<file path="src/rtl/matmul_seq_ctrl_if.sv">
// Bus bundle for the matrix-multiply sequencer: element load port, run
// control, shared-multiplier operands and the result stream.
interface matmul_seq_ctrl_if #(
    parameter int M     = 3,
    parameter int K     = 3,
    parameter int P     = 3,
    parameter int DW    = 8,
    parameter int ACC_W = 18
);
    localparam int MXR = (M > K) ? M : K;
    localparam int MXC = (K > P) ? K : P;
    localparam int RW  = (MXR > 1) ? $clog2(MXR) : 1;
    localparam int CW  = (MXC > 1) ? $clog2(MXC) : 1;
    localparam int IW  = (M > 1) ? $clog2(M) : 1;
    localparam int JW  = (P > 1) ? $clog2(P) : 1;

    logic                wr_en;
    logic                wr_sel;
    logic [RW-1:0]       wr_row;
    logic [CW-1:0]       wr_col;
    logic [DW-1:0]       wr_data;
    logic                start;
    logic                busy;
    logic                done;
    logic [DW-1:0]       mul_a;
    logic [DW-1:0]       mul_b;
    logic [2*DW-1:0]     mul_p;
    logic                res_valid;
    logic                res_ready;
    logic [IW-1:0]       res_row;
    logic [JW-1:0]       res_col;
    logic [ACC_W-1:0]    res_data;

    modport master (
        input  wr_en, wr_sel, wr_row, wr_col, wr_data,
        input  start, mul_p, res_ready,
        output busy, done, mul_a, mul_b,
        output res_valid, res_row, res_col, res_data
    );

    modport slave (
        output wr_en, wr_sel, wr_row, wr_col, wr_data,
        output start, mul_p, res_ready,
        input  busy, done, mul_a, mul_b,
        input  res_valid, res_row, res_col, res_data
    );
endinterface

</file>
<file path="src/rtl/matmul_seq_ctrl.sv">
// Signed C = A x B sequencer sharing one external combinational multiplier;
// walks i/j/k row-major, one product per cycle, streams C over valid/ready.
module matmul_seq_ctrl #(
    parameter int M     = 3,
    parameter int K     = 3,
    parameter int P     = 3,
    parameter int DW    = 8,
    parameter int ACC_W = 18
) (
    input  logic             clk,
    input  logic             rst_n,
    matmul_seq_ctrl_if.master bus
);
    localparam int IW = (M > 1) ? $clog2(M) : 1;
    localparam int JW = (P > 1) ? $clog2(P) : 1;
    localparam int KW = (K > 1) ? $clog2(K) : 1;

    typedef enum logic [1:0] {
        S_IDLE,
        S_MAC,
        S_EMIT,
        S_FIN
    } state_t;

    state_t                   r_state;
    logic signed [DW-1:0]     r_a [M][K];
    logic signed [DW-1:0]     r_b [K][P];
    logic [IW-1:0]            r_i;
    logic [JW-1:0]            r_j;
    logic [KW-1:0]            r_k;
    logic signed [ACC_W-1:0]  r_acc;
    logic                     r_busy;
    logic                     r_done;
    logic                     r_valid;

    logic                     w_a_ok;
    logic                     w_b_ok;
    logic                     w_wr_a;
    logic                     w_wr_b;
    logic signed [ACC_W-1:0]  w_prod;
    logic                     w_last_k;
    logic                     w_last_j;
    logic                     w_last_ij;

    assign w_a_ok = (32'(bus.wr_row) < M) && (32'(bus.wr_col) < K);
    assign w_b_ok = (32'(bus.wr_row) < K) && (32'(bus.wr_col) < P);
    assign w_wr_a = bus.wr_en && !bus.wr_sel && w_a_ok;
    assign w_wr_b = bus.wr_en &&  bus.wr_sel && w_b_ok;

    assign w_prod = {{(ACC_W-2*DW){bus.mul_p[2*DW-1]}}, bus.mul_p};

    assign w_last_k  = (r_k == KW'(K-1));
    assign w_last_j  = (r_j == JW'(P-1));
    assign w_last_ij = w_last_j && (r_i == IW'(M-1));

    // Operands are only meaningful while accumulating; parked at zero otherwise.
    assign bus.mul_a = (r_state == S_MAC) ? r_a[r_i][r_k] : '0;
    assign bus.mul_b = (r_state == S_MAC) ? r_b[r_k][r_j] : '0;

    assign bus.busy      = r_busy;
    assign bus.done      = r_done;
    assign bus.res_valid = r_valid;
    assign bus.res_row   = r_i;
    assign bus.res_col   = r_j;
    assign bus.res_data  = r_acc;

    always_ff @(posedge clk or negedge rst_n) begin
        if (!rst_n) begin
            r_state <= S_IDLE;
            r_i     <= '0;
            r_j     <= '0;
            r_k     <= '0;
            r_acc   <= '0;
            r_busy  <= 1'b0;
            r_done  <= 1'b0;
            r_valid <= 1'b0;
            for (int m = 0; m < M; m++)
                for (int n = 0; n < K; n++)
                    r_a[m][n] <= '0;
            for (int m = 0; m < K; m++)
                for (int n = 0; n < P; n++)
                    r_b[m][n] <= '0;
        end else begin
            r_done <= 1'b0;
            unique case (r_state)
                S_IDLE: begin
                    unique case (1'b1)
                        w_wr_a:
                            r_a[bus.wr_row[IW-1:0]][bus.wr_col[KW-1:0]]
                                <= bus.wr_data;
                        w_wr_b:
                            r_b[bus.wr_row[KW-1:0]][bus.wr_col[JW-1:0]]
                                <= bus.wr_data;
                        default: ;
                    endcase
                    if (bus.start) begin
                        r_state <= S_MAC;
                        r_busy  <= 1'b1;
                        r_i     <= '0;
                        r_j     <= '0;
                        r_k     <= '0;
                    end
                end
                S_MAC: begin
                    r_acc <= (r_k == '0) ? w_prod : r_acc + w_prod;
                    if (w_last_k) begin
                        r_k     <= '0;
                        r_state <= S_EMIT;
                        r_valid <= 1'b1;
                    end else begin
                        r_k <= r_k + 1'b1;
                    end
                end
                S_EMIT: begin
                    if (bus.res_ready) begin
                        r_valid <= 1'b0;
                        if (w_last_ij) begin
                            r_state <= S_FIN;
                            r_done  <= 1'b1;
                        end else begin
                            r_state <= S_MAC;
                            if (w_last_j) begin
                                r_j <= '0;
                                r_i <= r_i + 1'b1;
                            end else begin
                                r_j <= r_j + 1'b1;
                            end
                        end
                    end
                end
                S_FIN: begin
                    r_state <= S_IDLE;
                    r_busy  <= 1'b0;
                end
                default: r_state <= S_IDLE;
            endcase
        end
    end
endmodule

</file>
<file path="src/flat_wrapper.sv">
// flat-port wrapper written by rule: the top's interface ports become plain ports
module matmul_seq_ctrl_flat 
#(
    parameter int M     = 3,
    parameter int K     = 3,
    parameter int P     = 3,
    parameter int DW    = 8,
    parameter int ACC_W = 18
)
  (clk, rst_n, bus_wr_en, bus_wr_sel, bus_wr_row, bus_wr_col, bus_wr_data, bus_start, bus_mul_p, bus_res_ready, bus_busy, bus_done, bus_mul_a, bus_mul_b, bus_res_valid, bus_res_row, bus_res_col, bus_res_data);
  matmul_seq_ctrl_if #(.M(M), .K(K), .P(P), .DW(DW), .ACC_W(ACC_W)) bus_i ();
  input  logic clk;
  input  logic rst_n;
  input wire logic [$bits(bus_i.wr_en)-1:0] bus_wr_en;
  input wire logic [$bits(bus_i.wr_sel)-1:0] bus_wr_sel;
  input wire logic [$bits(bus_i.wr_row)-1:0] bus_wr_row;
  input wire logic [$bits(bus_i.wr_col)-1:0] bus_wr_col;
  input wire logic [$bits(bus_i.wr_data)-1:0] bus_wr_data;
  input wire logic [$bits(bus_i.start)-1:0] bus_start;
  input wire logic [$bits(bus_i.mul_p)-1:0] bus_mul_p;
  input wire logic [$bits(bus_i.res_ready)-1:0] bus_res_ready;
  output wire logic [$bits(bus_i.busy)-1:0] bus_busy;
  output wire logic [$bits(bus_i.done)-1:0] bus_done;
  output wire logic [$bits(bus_i.mul_a)-1:0] bus_mul_a;
  output wire logic [$bits(bus_i.mul_b)-1:0] bus_mul_b;
  output wire logic [$bits(bus_i.res_valid)-1:0] bus_res_valid;
  output wire logic [$bits(bus_i.res_row)-1:0] bus_res_row;
  output wire logic [$bits(bus_i.res_col)-1:0] bus_res_col;
  output wire logic [$bits(bus_i.res_data)-1:0] bus_res_data;
  assign bus_i.wr_en = bus_wr_en;
  assign bus_i.wr_sel = bus_wr_sel;
  assign bus_i.wr_row = bus_wr_row;
  assign bus_i.wr_col = bus_wr_col;
  assign bus_i.wr_data = bus_wr_data;
  assign bus_i.start = bus_start;
  assign bus_i.mul_p = bus_mul_p;
  assign bus_i.res_ready = bus_res_ready;
  assign bus_busy = bus_i.busy;
  assign bus_done = bus_i.done;
  assign bus_mul_a = bus_i.mul_a;
  assign bus_mul_b = bus_i.mul_b;
  assign bus_res_valid = bus_i.res_valid;
  assign bus_res_row = bus_i.res_row;
  assign bus_res_col = bus_i.res_col;
  assign bus_res_data = bus_i.res_data;
  matmul_seq_ctrl #(.M(M), .K(K), .P(P), .DW(DW), .ACC_W(ACC_W)) u_core (.clk(clk), .rst_n(rst_n), .bus(bus_i));
endmodule
</file>
<file path="config.mk">
export PLATFORM = sky130hd
export DESIGN_NAME = matmul_seq_ctrl_flat
export DESIGN_NICKNAME = d
export VERILOG_FILES = /design/src/rtl/matmul_seq_ctrl_if.sv /design/src/rtl/matmul_seq_ctrl.sv /design/src/flat_wrapper.sv
export SDC_FILE = /design/constraint.sdc
export NUM_CORES = 1
export LEC_CHECK = 0
export ABC_AREA = 1
export CORE_ASPECT_RATIO = 1.2
export CORE_UTILIZATION = 25
export CTS_CLUSTER_DIAMETER = 40
export DETAILED_ROUTE_END_ITERATION = 7
export GPL_TIMING_DRIVEN = 1
export HOLD_SLACK_MARGIN = 0.03
export SLEW_MARGIN = 15
export SYNTH_ARGS = -nofsm -noshare
export SYNTH_HDL_FRONTEND = slang
export SYNTH_SLANG_ARGS = --single-unit
</file>
<file path="constraint.sdc">
create_clock -name clk -period 4.3 [get_ports clk]
set_input_delay 0.645 -clock clk [delete_from_list [all_inputs] [get_ports clk]]
set_output_delay 0.645 -clock clk [all_outputs]
set_load 0.1 [all_outputs]
</file>
==> results.json <==
{
  "outcome": "complete, no violations",
  "area_growth_pct": 22.0,
  "final_common_cell": "nand2_1",
  "report.final.slew_viol_count": 0,
  "cts.sinks": 173,
  "finalSetupTns_ps": 0,
  "wirelength_microns": 25300,
  "avgSynthCellArea_sq_um": 7.76,
  "final_cells": 1644,
  "cts_resized": 0,
  "crit_fanout": 19,
  "dieHeight_microns": 207,
  "vias": 7769,
  "antenna_found_initial": 0,
  "grt_start_max_net_pins": 112,
  "peakVddDrop_uv": 250,
  "cts_buffers": 17,
  "core-area_sq_um": 34200,
  "crit_required_ps": 3650,
  "rsz0062_at_grt": "no",
  "p_leak_nw": 5.03,
  "num_antenna_cells": 0,
  "maxCapViolCount": 0,
  "routedWlPerCell_microns": 15.4,
  "place.gp.congestion": 0.933,
  "timing.fmax_mhz": 263,
  "firstDrtPassIters": 5,
  "drive_gt1_share_pct": 5.30,
  "postRouteAntennaNets": 0,
  "syn_area_sq_um": 8720,
  "drc": 0,
  "final_cell_mix": "nand2_1, o21ai_0, dfrtp_1",
  "gr-usage-all-layers_pct": 14.8,
  "worstReg2RegStart": "u_core.bus.res_row[0]",
  "netlist_instances": 1123,
  "insertion_delay_ps": 430,
  "yosys_warnings": 0,
  "rows": 74,
  "r2r_slack_ps": 1620,
  "relSlewSlack_pct": 30.6,
  "first_iter_violations": 549,
  "setup_viol": 0,
  "dpl.cell_count": 1612,
  "cp-startpoint": "u_core.bus.res_row[0]",
  "cpMostUsedCell": "nand2_1",
  "finClkSkew_ps": 8.02,
  "clock_path_buffers": 2,
  "hpwl_microns": 17300,
  "holdBufCountCts": 0,
  "finalCriticalPeriod_ps": 3800,
  "grt-ovfl-total": 0,
  "worstPathArrival_ps": 3160,
  "nets": 1228,
  "crit_path_end_kind": "output pin",
  "fp.dieW_microns": 172,
  "grt_pass1_wl_microns": 40500,
  "yosys_register_bits": 173,
  "io_buffer_count": 74,
  "cts-root-buf": "clkbuf_16",
  "clk_pin_slew_ps": 70,
  "min-delay-path-class": "primary input to async pin",
  "critical-path-max-stage-delay_ps": 720,
  "finalCritPeriodShare_pct": 88.5,
  "die_area_sq_um": 35600,
  "io_pins": 75,
  "grt_pass1_vias": 7515,
  "vias_per_cell": 4.73,
  "finalHoldViolCount": 0,
  "tightestPinTransition_ps": 1040,
  "cp_slowest_cell": "clkinv_1",
  "start_util_pct": 25.5,
  "cts_tree": "built",
  "htree_levels": 4,
  "syn-num-nets": 1176,
  "critPathKind": "flip-flop to output pin",
  "startpoint_type": "flip-flop",
  "ys_seq_area_share_pct": 49.7,
  "path_cells": "clkinv_1, nor2_1, nand2_1, nand3_1, nand2_1, inv_1, buf_12",
  "power_density_nw_per_um2": 689,
  "cts_setup_buffers": 0,
  "ys_types": 31
}
## where the power goes
group | internal (W) | switching, W
clock network | 0.000975 | 0.000655
logic | 0.000982 | 0.00246
registers | 0.00199 | 0.000275
## layout make-up
cell class	instances	area, sq um
Inverter	70	263
Clock inverter	10	134
Clock buffer	22	484
Multi-Input combinational cell	829	3870
Fill cell	3592	23500
Timing Repair Buffer	84	990
Sequential cell	173	4330
Tap cell	456	571
## cell families after synthesis
logic type,synth area share [%]
DFF,49.7
and+or+nand+nor,24.0
buffers and inverters,5.99
AOI/OAI and AO/OA,17.1
xor gates and xnor gates,0.503
adders and majority gates,2.81
## synth_stat cells
cell / number / area (sq um)
nand2_1: 398 / 1490
o21ai_0: 192 / 961
dfrtp_1: 173 / 4330
nor2_1: 71 / 267
inv_1: 66 / 248
nand3_1: 49 / 245
a21oi_1: 41 / 205
clkbuf_1: 39 / 146
a22oi_1: 21 / 158
ha_1: 18 / 225
buf_6: 9 / 101
o22ai_1: 8 / 50.1
a22o_1: 7 / 61.3
buf_1: 3 / 11.3
clkinv_1: 3 / 11.3
xnor2_1: 3 / 26.3
a31oi_1: 2 / 12.5
and2_1: 2 / 12.5
nand3b_1: 2 / 15.0
nor3_1: 2 / 10.0
nor4_1: 2 / 12.5
o211ai_1: 2 / 15.0
xor2_1: 2 / 17.5
fa_1: 1 / 20.0
inv_2: 1 / 3.75
nor2_2: 1 / 6.26
nor4_4: 1 / 21.3
o21a_1: 1 / 7.51
o21bai_1: 1 / 7.51
o32ai_1: 1 / 8.76
or2_2: 1 / 6.26
## per-layer routing
metal	GRT usage [%]	part of all wire, %	vias to the layer above
li1	-	-	3780
met1	19.1	45	3729
met2	24.6	47	226
met3	2.65	4.8	34
met4	5.63	2.4	0
met5	0	0	-
## worst max-delay path: cells and delay by family (launching register included)
kind,cells,cell delay (ps)
flip-flops,1,670
buffers and inverters,3,1030
AND/OR/NAND/NOR,4,1030
## sequential cells by signal, indices dropped and copies added (netlist names)
| register | count |
|---|---|
| u_core.bus.res_data | 18 |
| u_core.r_state | 2 |
| u_core.bus.busy | 1 |
| u_core.bus.res_valid | 1 |
| u_core.bus.done | 1 |
| u_core.r_a | 72 |
| u_core.r_k | 2 |
| u_core.bus.res_col | 2 |
| u_core.bus.res_row | 2 |
| u_core.r_b | 72 |
## through the flow
stage | hold slack (ps) | cell area [sq um] | setup WS, ps | utilization [%] | total power, W
finish | 200 | 10600 | 496 | 31.1 | 0.00733
global route | 242 | 10600 | 165 | 31.1 | 0.00780
CTS | 226 | 10600 | 452 | 31.1 | 0.00737
detailed placement | 469 | 10000 | 954 | 29.3 | 0.00573
global placement | 463 | 10000 | 948 | 29.3 | 0.00569
floorplan | 349 | 8720 | 521 | - | 0.00471
## path summary, 6_finish.rpt
path,to,depth (start not counted)
max in group asynchronous,u_core.r_b[42],2
worst max-delay path,bus_mul_a[3],7
min in group clk,u_core.r_a[55],2
worst min register to register,u_core.r_a[55],2
worst max register to register,u_core.bus.res_row[0],7
worst min-delay path,u_core.bus.res_data[2],1
(Power assumes the default switching activity.)
==> edit (same flow settings) <==
`P` is set to 3 in 3 places; all go to 6.
--- a/src/rtl/matmul_seq_ctrl_if.sv
+++ b/src/rtl/matmul_seq_ctrl_if.sv
@@ -4,5 +4,5 @@
     parameter int M     = 3,
     parameter int K     = 3,
-    parameter int P     = 3,
+    parameter int P     = 6,
     parameter int DW    = 8,
     parameter int ACC_W = 18
--- a/src/rtl/matmul_seq_ctrl.sv
+++ b/src/rtl/matmul_seq_ctrl.sv
@@ -4,5 +4,5 @@
     parameter int M     = 3,
     parameter int K     = 3,
-    parameter int P     = 3,
+    parameter int P     = 6,
     parameter int DW    = 8,
     parameter int ACC_W = 18
--- a/src/flat_wrapper.sv
+++ b/src/flat_wrapper.sv
@@ -4,5 +4,5 @@
     parameter int M     = 3,
     parameter int K     = 3,
-    parameter int P     = 3,
+    parameter int P     = 6,
     parameter int DW    = 8,
     parameter int ACC_W = 18
Ports: changed (resized bus_res_col and bus_wr_col); port bits go from 75 to 77. No check against the original RTL was run, so the function may have changed too.
==> edit against the unedited design <==
- largest power group unchanged
- power rose by 26%
- design area up 35%
- synthesized area grew 38%
- sequential cell count up 73
- routed wire length up 40%
- critical endpoint is now bus_mul_a[0]
- worst setup slack worse by 0.090 ns
- non-clock buffer count up 3
- combinational power increased by 10%
- critical path type unchanged
==> edit: results (changes against the unedited design) <==
| Metric | Value |
|---|---|
| Quantity of gates resized following cts | `0 (unchanged)` |
| CTS HTree Levels | `1 (-3)` |
| Leading post-synthesis cells by instance count | `564 x nand2_1, 266 x o21ai_0, 246 x dfrtp_1` |
| Ratio of routed vias to standard cells | `4.761 (+0.75%)` |
| Data arrival time of the worst path | `3.25 ns (+0.09 ns)` |
| Crit Reg-Reg Startpoint | `u_core.r_k[0]$_DFFE_PN0P_` |
| Worst hold slack after final layout | `0.1345 ns (-0.06583 ns)` |
| Layout cells sized above 1 | `5.879% (+0.58 points)` |
| Via count of the first global-routing pass | `10370 (+38%)` |
| Distinct cell type count of the synthesized netlist | `36 (+16%)` |
| Worst vdd ir | `0.0003062 V (+23%)` |
| Max FFs per register | `144` |
| GRT Util Overall | `14.53% (-0.29 points)` |
| Gp weighted congestion | `0.8693 (-6.9%)` |
| Placed wire-length estimate after detailed placement | `23740 µm (+37%)` |
| Global-route wire length before repair | `57110 µm (+41%)` |
| Pin count of the biggest net entering global routing | `120 (+7.1%)` |
| Leak pwr | `6.495 nW (+29%)` |
| Number of violations reported at the end of detailed-routing iteration 0 | `860 (+57%)` |
| Largest cells by area after synthesis | `dfrtp_1 51%, nand2_1 18%, o21ai_0 11%, nand3_1 3.3%, nor2_1 2.7%` |
| Deepest clock path buffer count | `3 (+1)` |
| FF-to-FF path depth | `5 (-2)` |
| Cell Area, Placed | `13390 µm² (+34%)` |
| Slowest cell on the critical path | `dfrtp_1` |
| YS warnings | `0 (unchanged)` |
| Clock latency of the later-clocked register in the worst-skew pair | `0.57 ns (+0.14 ns)` |
| Clock skew | `0.01188 ns (+0.003864 ns)` |
| Post-synthesis async set-or-reset flop share | `100.0% (unchanged)` |
| Finished Layout Cells | `2222 (+35%)` |
| Relative slew margins | `26.36% (-4.2 points)` |
| DP Worst Slack | `0.9742 ns (+0.02055 ns)` |
| Filler instances | `5042 (+40%)` |
| Antenna Violating Nets Remaining | `0 (unchanged)` |
| Initial antenna violation count | `1 (+1)` |
| Reg-to-reg critical path endpoint | `u_core.bus.res_data[9]$_DFFE_PN0P_` |
| Sequential fraction of the synthesis area | `51.25% (+1.6 points)` |
| Critical Path Source | `u_core.bus.res_row[1]$_DFFE_PN0P_` |
| FF-to-FF setup slack | `1.87 ns (+0.25 ns)` |
| Routed len/inst | `15.96 µm (+3.7%)` |
| Number of port buffers | `76 (+2.7%)` |
| Result of the run | `finished clean` |
| Cells after synthesis | `1539 (+37%)` |
| Number of buffers added by the clock tree synthesis step | `30 (+13)` |
| Final Net Count | `1629 (+33%)` |
| Maximum net fanout on the critical path | `23 (+4)` |
edit: how the worst max path moves through the flow:
stage / endpoint / slack (ns) / cells after the start
CTS: bus_mul_a[6] / 0.38 / 5
detailed placement: bus_mul_a[6] / 0.97 / 5
global route: bus_mul_a[0] / 0.17 / 9
floorplan: bus_mul_b[0] / 0.32 / 7
finish: bus_mul_a[0] / 0.41 / 9
global placement: bus_mul_a[6] / 0.93 / 5
edit: layout make-up:
cell class                      instances  area, µm²  share of cell area [%]
Timing Repair Buffer                   87      958.4                   6.661
Multi-Input combinational cell       1139       5229                   36.34
Inverter                               71      266.5                   1.852
Clock buffer                           40      849.6                   5.904
Clock inverter                         16      150.1                   1.043
Tap cell                              623      779.5                   5.417
Sequential cell                       246       6156                   42.78
edit: logic make-up (layout without fill, tap and decap cells):
| kind of cell | Yosys count | after routing | share of synthesized area [%] |
|---|---|---|---|
| AND/OR/NAND/NOR | 767 | 767 | 25.76 |
| AO/OA/AOI/OAI | 348 | 348 | 15.18 |
| flip-flops | 246 | 246 | 51.25 |
| buffers and inverters | 154 | 214 | 5.406 |
| adder cells (fa/ha/maj) | 19 | 19 | 2.042 |
| XOR/XNOR | 5 | 5 | 0.3646 |
edit: layer usage:
metal	routed length, µm	vias to the layer above	GRT usage (%)
met1	15760	5097	18.66
met5	13	-	0
li1	-	5117	-
met3	1791	47	2.220
met4	741	2	4.511
met2	17160	316	24.92
edit: where the power goes:
part	switching (mW)	internal (mW)	total (mW)
sequential	0.271	2.62	2.89
combinational	2.78	1.02	3.80
clock	1.05	1.47	2.52
edit: worst max-delay path, delay by kind of cell, from the launching register on:
kind / cells / cell delay [ns]
simple gates: 5 / 0.97
buf+inv: 3 / 0.86
flops: 1 / 0.73
compound gates: 1 / 0.10
